`config.mk`:
```
export PLATFORM = sky130hd
export DESIGN_NAME = hps_spi_bridge
export DESIGN_NICKNAME = d
export VERILOG_FILES = /design/src/rtl/hps_spi_bridge.sv
export SDC_FILE = /design/constraint.sdc
export NUM_CORES = 1
export LEC_CHECK = 0
export ABC_AREA = 1
export BUFFER_PORTS_ARGS = -buffer_cell sky130_fd_sc_hd__clkbuf_2
export CAP_MARGIN = 15
export CORE_MARGIN = 2
export CORE_UTILIZATION = 50
export DETAILED_ROUTE_END_ITERATION = 8
export GPL_TIMING_DRIVEN = 0
export PLACE_DENSITY = 0.74
export SKIP_CTS_REPAIR_TIMING = 1
export SYNTH_ARGS = -nofsm -noshare
export SYNTH_HDL_FRONTEND = slang
export SYNTH_SLANG_ARGS = --single-unit
```
`constraint.sdc`:
```
create_clock -name clk_sys -period 3.58 [get_ports clk_sys]
set_clock_uncertainty 0.05 [all_clocks]
set_input_delay 0.358 -clock clk_sys [delete_from_list [all_inputs] [get_ports clk_sys]]
set_output_delay 0.358 -clock clk_sys [all_outputs]
set_load 0.05 [all_outputs]
```
`src/rtl/hps_spi_bridge.sv`:
```
// HPS-to-fabric SPI bridge: input synchronisers, mode-0 SPI word (de)serialiser, FWFT RX FIFO.
// Optional word counter output enabled by defining HPS_SPI_WORDCNT_EN.
module hps_spi_bridge #(
    parameter int WORD_W      = 16,
    parameter int FIFO_DEPTH  = 4,
    parameter int SYNC_STAGES = 2,
    parameter int NUM_EN      = 3
) (
    input  logic              clk_sys,
    input  logic              reset,
    input  logic              spi_clk,
    input  logic              spi_mosi,
    input  logic              spi_cs,
    output logic              spi_miso,
    input  logic [NUM_EN-1:0] en_in,
    output logic [NUM_EN-1:0] en_sync,
    input  logic [WORD_W-1:0] tx_word,
    output logic [WORD_W-1:0] rx_word,
    output logic              rx_valid,
    input  logic              rx_ready,
    output logic              rx_overflow,
    input  logic              ovf_clr,
    output logic              word_strobe,
    output logic              frame_active
`ifdef HPS_SPI_WORDCNT_EN
   ,output logic [15:0]       word_count
`endif
);

    localparam int AW = $clog2(FIFO_DEPTH);
    localparam int CW = $clog2(WORD_W);

    typedef enum logic {ST_IDLE, ST_FRAME} state_t;

    logic [SYNC_STAGES-1:0]             sck_sync_q, sck_sync_d;
    logic [SYNC_STAGES-1:0]             mosi_sync_q, mosi_sync_d;
    logic [SYNC_STAGES-1:0]             cs_sync_q, cs_sync_d;
    logic [SYNC_STAGES-1:0][NUM_EN-1:0] en_sync_q, en_sync_d;
    logic                               sck_prev_q, sck_prev_d;
    logic                               cs_prev_q, cs_prev_d;
    state_t                             state_q, state_d;
    logic                               frame_active_q, frame_active_d;
    logic [CW-1:0]                      bit_cnt_q, bit_cnt_d;
    logic [WORD_W-1:0]                  rx_shift_q, rx_shift_d;
    logic [WORD_W-1:0]                  tx_shift_q, tx_shift_d;
    logic                               reload_q, reload_d;
    logic                               word_strobe_q, word_strobe_d;
    logic [AW:0]                        wr_ptr_q, wr_ptr_d;
    logic [AW:0]                        rd_ptr_q, rd_ptr_d;
    logic                               ovf_q, ovf_d;
    logic [WORD_W-1:0]                  fifo_mem [FIFO_DEPTH];
`ifdef HPS_SPI_WORDCNT_EN
    logic [15:0]                        word_count_q, word_count_d;
`endif

    logic              sck_s, mosi_s, cs_s;
    logic              sck_rise, sck_fall, cs_fall, cs_rise;
    logic              push, push_ok, pop, fifo_empty, fifo_full;
    logic [AW:0]       fifo_count;
    logic [WORD_W-1:0] push_word;

    always_comb begin
        sck_sync_d  = {sck_sync_q[SYNC_STAGES-2:0], spi_clk};
        mosi_sync_d = {mosi_sync_q[SYNC_STAGES-2:0], spi_mosi};
        cs_sync_d   = {cs_sync_q[SYNC_STAGES-2:0], spi_cs};
        en_sync_d   = en_sync_q;
        en_sync_d[0] = en_in;
        for (int unsigned i = 1; i < SYNC_STAGES; i++) begin
            en_sync_d[i] = en_sync_q[i-1];
        end
    end

    assign sck_s    = sck_sync_q[SYNC_STAGES-1];
    assign mosi_s   = mosi_sync_q[SYNC_STAGES-1];
    assign cs_s     = cs_sync_q[SYNC_STAGES-1];
    assign sck_rise = sck_s & ~sck_prev_q;
    assign sck_fall = ~sck_s & sck_prev_q;
    assign cs_fall  = ~cs_s & cs_prev_q;
    assign cs_rise  = cs_s & ~cs_prev_q;

    always_comb begin
        state_d        = state_q;
        frame_active_d = frame_active_q;
        bit_cnt_d      = bit_cnt_q;
        rx_shift_d     = rx_shift_q;
        tx_shift_d     = tx_shift_q;
        reload_d       = reload_q;
        word_strobe_d  = 1'b0;
        push           = 1'b0;
        push_word      = {rx_shift_q[WORD_W-2:0], mosi_s};
        sck_prev_d     = sck_s;
        cs_prev_d      = cs_s;
`ifdef HPS_SPI_WORDCNT_EN
        word_count_d   = word_count_q;
`endif
        case (state_q)
            ST_IDLE: begin
                if (cs_fall) begin
                    state_d        = ST_FRAME;
                    frame_active_d = 1'b1;
                    bit_cnt_d      = '0;
                    tx_shift_d     = tx_word;
                    reload_d       = 1'b0;
`ifdef HPS_SPI_WORDCNT_EN
                    word_count_d   = '0;
`endif
                end
            end
            ST_FRAME: begin
                if (cs_rise) begin
                    // partial word is simply abandoned in rx_shift_q
                    state_d        = ST_IDLE;
                    frame_active_d = 1'b0;
                    bit_cnt_d      = '0;
                    reload_d       = 1'b0;
                end else begin
                    if (sck_rise) begin
                        rx_shift_d = push_word;
                        if (bit_cnt_q == CW'(WORD_W - 1)) begin
                            bit_cnt_d     = '0;
                            push          = 1'b1;
                            word_strobe_d = 1'b1;
                            reload_d      = 1'b1;
`ifdef HPS_SPI_WORDCNT_EN
                            if (word_count_q != 16'hFFFF) word_count_d = word_count_q + 16'd1;
`endif
                        end else begin
                            bit_cnt_d = bit_cnt_q + CW'(1);
                        end
                    end
                    if (sck_fall) begin
                        if (reload_q) begin
                            tx_shift_d = tx_word;
                            reload_d   = 1'b0;
                        end else begin
                            tx_shift_d = {tx_shift_q[WORD_W-2:0], 1'b0};
                        end
                    end
                end
            end
            default: state_d = ST_IDLE;
        endcase
    end

    assign fifo_count = wr_ptr_q - rd_ptr_q;
    assign fifo_empty = (wr_ptr_q == rd_ptr_q);
    assign fifo_full  = (fifo_count == (AW+1)'(FIFO_DEPTH));
    assign pop        = ~fifo_empty & rx_ready;
    // a pop in the same cycle frees the slot the push needs
    assign push_ok    = push & (~fifo_full | pop);

    always_comb begin
        wr_ptr_d = wr_ptr_q + (AW+1)'(push_ok);
        rd_ptr_d = rd_ptr_q + (AW+1)'(pop);
        if (push & fifo_full & ~pop) ovf_d = 1'b1;
        else if (ovf_clr)            ovf_d = 1'b0;
        else                         ovf_d = ovf_q;
    end

    always_ff @(posedge clk_sys or posedge reset) begin
        if (reset) begin
            sck_sync_q     <= '0;
            mosi_sync_q    <= '0;
            cs_sync_q      <= '1;
            en_sync_q      <= '0;
            sck_prev_q     <= 1'b0;
            cs_prev_q      <= 1'b1;
            state_q        <= ST_IDLE;
            frame_active_q <= 1'b0;
            bit_cnt_q      <= '0;
            rx_shift_q     <= '0;
            tx_shift_q     <= '0;
            reload_q       <= 1'b0;
            word_strobe_q  <= 1'b0;
            wr_ptr_q       <= '0;
            rd_ptr_q       <= '0;
            ovf_q          <= 1'b0;
`ifdef HPS_SPI_WORDCNT_EN
            word_count_q   <= '0;
`endif
        end else begin
            sck_sync_q     <= sck_sync_d;
            mosi_sync_q    <= mosi_sync_d;
            cs_sync_q      <= cs_sync_d;
            en_sync_q      <= en_sync_d;
            sck_prev_q     <= sck_prev_d;
            cs_prev_q      <= cs_prev_d;
            state_q        <= state_d;
            frame_active_q <= frame_active_d;
            bit_cnt_q      <= bit_cnt_d;
            rx_shift_q     <= rx_shift_d;
            tx_shift_q     <= tx_shift_d;
            reload_q       <= reload_d;
            word_strobe_q  <= word_strobe_d;
            wr_ptr_q       <= wr_ptr_d;
            rd_ptr_q       <= rd_ptr_d;
            ovf_q          <= ovf_d;
`ifdef HPS_SPI_WORDCNT_EN
            word_count_q   <= word_count_d;
`endif
        end
    end

    always_ff @(posedge clk_sys) begin
        if (push_ok) fifo_mem[wr_ptr_q[AW-1:0]] <= push_word;
    end

    assign en_sync      = en_sync_q[SYNC_STAGES-1];
    assign rx_valid     = ~fifo_empty;
    assign rx_word      = fifo_empty ? '0 : fifo_mem[rd_ptr_q[AW-1:0]];
    assign rx_overflow  = ovf_q;
    assign word_strobe  = word_strobe_q;
    assign frame_active = frame_active_q;
    assign spi_miso     = frame_active_q & tx_shift_q[WORD_W-1];
`ifdef HPS_SPI_WORDCNT_EN
    assign word_count   = word_count_q;
`endif

endmodule

```
==> reports/metrics.csv <==
stage,metric,value,unit
run_status,status,finished clean,
yosys,async set-reset flop share out of synthesis,48.4,%
route,vias,3503,
sta,Final setup viols,0,
place,placed cell count,661,
final_layout,Ant. Diodes,0,
final_layout,fin area,0.00631,mm²
worst_setup_path,WP data required,3.17,ns
yosys,Post-Syn Nets,508,
worst_setup_path,Setup CP Type,reg -> out,
floorplanning,Die Wd,105,µm
yosys,synthesized area,0.00515,mm²
yosys,Yosys top cell by area,edfxtp_1,
grt,largest net degree at the start of global routing,39,
final_layout,fillers,797,
power_and_ir_drop,Worst VDD drop,0.000458,V
worst_setup_path,reg-to-reg endpoint,fifo_mem[0][8],
route,DR iter-0 viols,166,
worst_setup_path,FF-to-FF path depth,11,
clock_tree,clock slew at reported path FFs,0.06,ns
grt,GRT Overall Usage,20.1,%
worst_setup_path,"Max FO, Critical Path",10,
place,"Cell Area, Placed",0.00560,mm²
route,Highest Signal Layer,met4,
worst_setup_path,CP Launch Type,flip-flop,
floorplanning,starting density of the core,50.8,%
worst_setup_path,Reg2Reg Setup Slack,0.63,ns
grt,antenna violations before repair,0,
route,Post-Route WL,10400,µm
final_layout,fraction of layout cells with a size suffix above 1,24.6,%
yosys,Synth warnings,0,
sta,Final Slew Violations,0,
yosys,Yosys top cell area share,37.3,%
yosys,mean post-synth cell area,10.8,µm²
route,Wirelength per Cell,14.8,µm
yosys,largest cells by area after synthesis,"edfxtp_1 (37%), dfrtp_1 (28%), nand2_1 (7.4%), nor2_1 (5.4%), o21ai_0 (4.6%)",
floorplanning,num rows,37,
yosys,Yosys reg bits,124,
yosys,synth unique cells,29,
worst_setup_path,CP Capture Type,output pin,
route,drt first pass iters,5,
run,Max Cap Viol,0,
sta,TNS Setup,0,ns
yosys,post-synthesis instance total,475,
final_layout,layout net count,584,
power_and_ir_drop,Cell Pwr Density,832,mW/mm²
worst_setup_path,end of the critical path,rx_word[11],
floorplanning,IO Pins,50,
sta,slew margin rel.,33.2,%
route,Routed met2 length,5470,µm
worst_setup_path,critical path arrival,2.79,ns
clock_tree,CTS max path bufs,2,
final_layout,Non-Filler Instances,700,
final_layout,Layout Area Growth over Synthesis,22.6,%
route,M1 WL,4350,µm
place,routability congestion estimate,0.748,
grt,vias in the first global route,3569,
sta,unrepaired setup endpoints after global routing,false,
clock_tree,root buf cell,clkbuf_8,
clock_tree,clk sinks,124,
sta,Final Hold Fails,0,
clock_tree,TritonCTS clock tree,built,
clock_tree,total clock buffers created by CTS,17,
grt,global-route wire length before repair,17100,µm
sta,crit share post-route,89.3,%
floorplanning,core area,0.0101,mm²
final_layout,post-layout util,62.3,%
sta,f_max,313,MHz
clock_tree,H-Tree Depth,4,
floorplanning,die area,0.0111,mm²
sta,Final min period,3.20,ns
yosys,post-synthesis sequential area ratio,66.5,%
power_and_ir_drop,leak pwr,2.84,nW
place,Port Buffers,49,
route,met3 wire len,498,µm
worst_hold_path,Hold WC Path Type,in -> reg,
sta,measured slew at the worst slew-check pin,1.00,ns
route,drt drc,0,
floorplanning,Die Y,105,µm
place,HPWL after DPL,6260,µm
worst_setup_path,RR Startpoint,rd_ptr_q[1],
clock_tree,worst-skew pair later-pin latency,0.52,ns
route,antenna-violating nets left,0,
grt,remaining global-route overflow,0,
worst_setup_path,Critical Path Start,rd_ptr_q[1],
route,DR vias/cell,5.00,
yosys,number of synthesized flops with an enable pin,64,
yosys,Synth Flop Type,edfxtp_1,
[worst min-delay path by stage]
stage | cells past startpoint | from | slack [ns] | to
final | 4 | ovf_clr | 0.02 | rx_overflow
after CTS | 2 | reset | -0.18 | tx_shift_q[4]
after detailed placement | 0 | en_sync_d[4] | 0.28 | en_sync[1]
after global routing | 3 | tx_word[0] | 0.05 | tx_shift_q[0]
after global placement | 0 | en_sync_d[4] | 0.28 | en_sync[1]
after floorplan | 0 | en_sync_d[3] | 0.28 | en_sync[0]
[cells in the mapped netlist, types with 2 or more instances]
master / count
a21oi_1: 20
buf_2: 7
buf_4: 3
buf_6: 4
clkbuf_1: 2
clkbuf_2: 3
dfrtp_1: 57
dfstp_2: 3
edfxtp_1: 64
ha_1: 7
inv_1: 34
inv_2: 3
nand2_1: 101
nand2_2: 5
nand2_4: 4
nand3_1: 8
nor2_1: 74
nor2_4: 2
o21ai_0: 47
o21ai_1: 2
o21ai_2: 15
xor2_1: 3
[flip-flops by register name, indices dropped and copies added, names as in the netlist]
register	count
sck_sync_q	2
word_strobe	1
en_sync_d	3
reload_q	1
cs_prev_q	1
sck_prev_q	1
state_q	1
bit_cnt_q	4
fifo_mem	64
rx_overflow	1
frame_active	1
tx_shift_q	16
en_sync	3
cs_sync_q	2
mosi_sync_q	2
wr_ptr_q	3
rd_ptr_q	3
rx_shift_q	15
[metal layers]
| metal | track usage (%) | vias to the layer above |
|---|---|---|
| met5 | 0 | - |
| met4 | 6.48 | 0 |
| met3 | 5.38 | 8 |
| met2 | 35.1 | 106 |
| met1 | 24.2 | 1667 |
| li1 | - | 1722 |
[power breakdown]
part / switching [W] / internal [W]
clock: 0.000656 / 0.00121
combinational: 0.00124 / 0.000437
sequential: 0.0000735 / 0.00163
total: 0.00197 / 0.00328
[placed cells by master, fill, tap and decap left out, types with 2 or more instances in the layout]
cell type	instances
nand3_1	8
nand2_4	4
dlygate4sd3_1	7
nand2_1	101
nor2_1	70
buf_4	3
o21ai_0	47
o21ai_1	2
nor2_4	2
dfstp_2	3
inv_2	4
ha_1	7
edfxtp_1	64
bufinv_16	5
clkinv_4	3
inv_1	33
clkbuf_1	2
inv_6	5
xor2_1	3
clkbuf_2	52
buf_6	4
o21ai_2	15
buf_2	7
nor2_2	4
dfrtp_1	57
nand2_2	5
a21oi_1	20
clkbuf_16	16
clkinvlp_4	2
[layout make-up]
| type | instances | area [µm²] | area share [%] |
|---|---|---|---|
| timing repair buffer | 57 | 335 | 5.31 |
| tap | 136 | 170 | 2.69 |
| inverter | 38 | 145 | 2.30 |
| buffer | 19 | 125 | 1.98 |
| clock inverter | 15 | 235 | 3.72 |
| sequential | 124 | 3430 | 54.3 |
| clock buffer | 17 | 414 | 6.56 |
| multi-input combinational | 294 | 1460 | 23.2 |
[metrics by stage]
| stage | hold WS, ns | power, W | setup WS, ns |
|---|---|---|---|
| 3_3_place_gp | 0.282 | 0.00334 | 0.296 |
| 3_5_place_dp | 0.285 | 0.00338 | 0.663 |
| 4_1_cts | -0.175 | 0.00528 | 0.352 |
| 5_1_grt | 0.0531 | 0.00550 | 0.225 |
| 6_report | 0.0218 | 0.00525 | 0.383 |
| 2_1_floorplan | 0.281 | 0.00298 | 1.00 |
[worst max-delay path, stage by stage, from the launching register on]
cell and delay, ns:
dfrtp_1 0.38, buf_4 0.17, inv_2 0.16, buf_2 0.28, ha_1 0.30, nand2_1 0.13, nor2_4 0.10, buf_4 0.19
a21oi_1 0.23, clkbuf_2 0.33
[cells by family (layout without fill, tap and decap cells)]
kind of cell	Yosys count	after routing	synth area share, %
flops	124	124	66.5
xor+xnor	4	4	0.680
fa+ha+maj	7	7	1.70
buf+inv	57	146	5.25
simple gates	197	197	16.1
compound gates	86	86	9.72
Note: power is estimated with default switching activity, not from simulation.
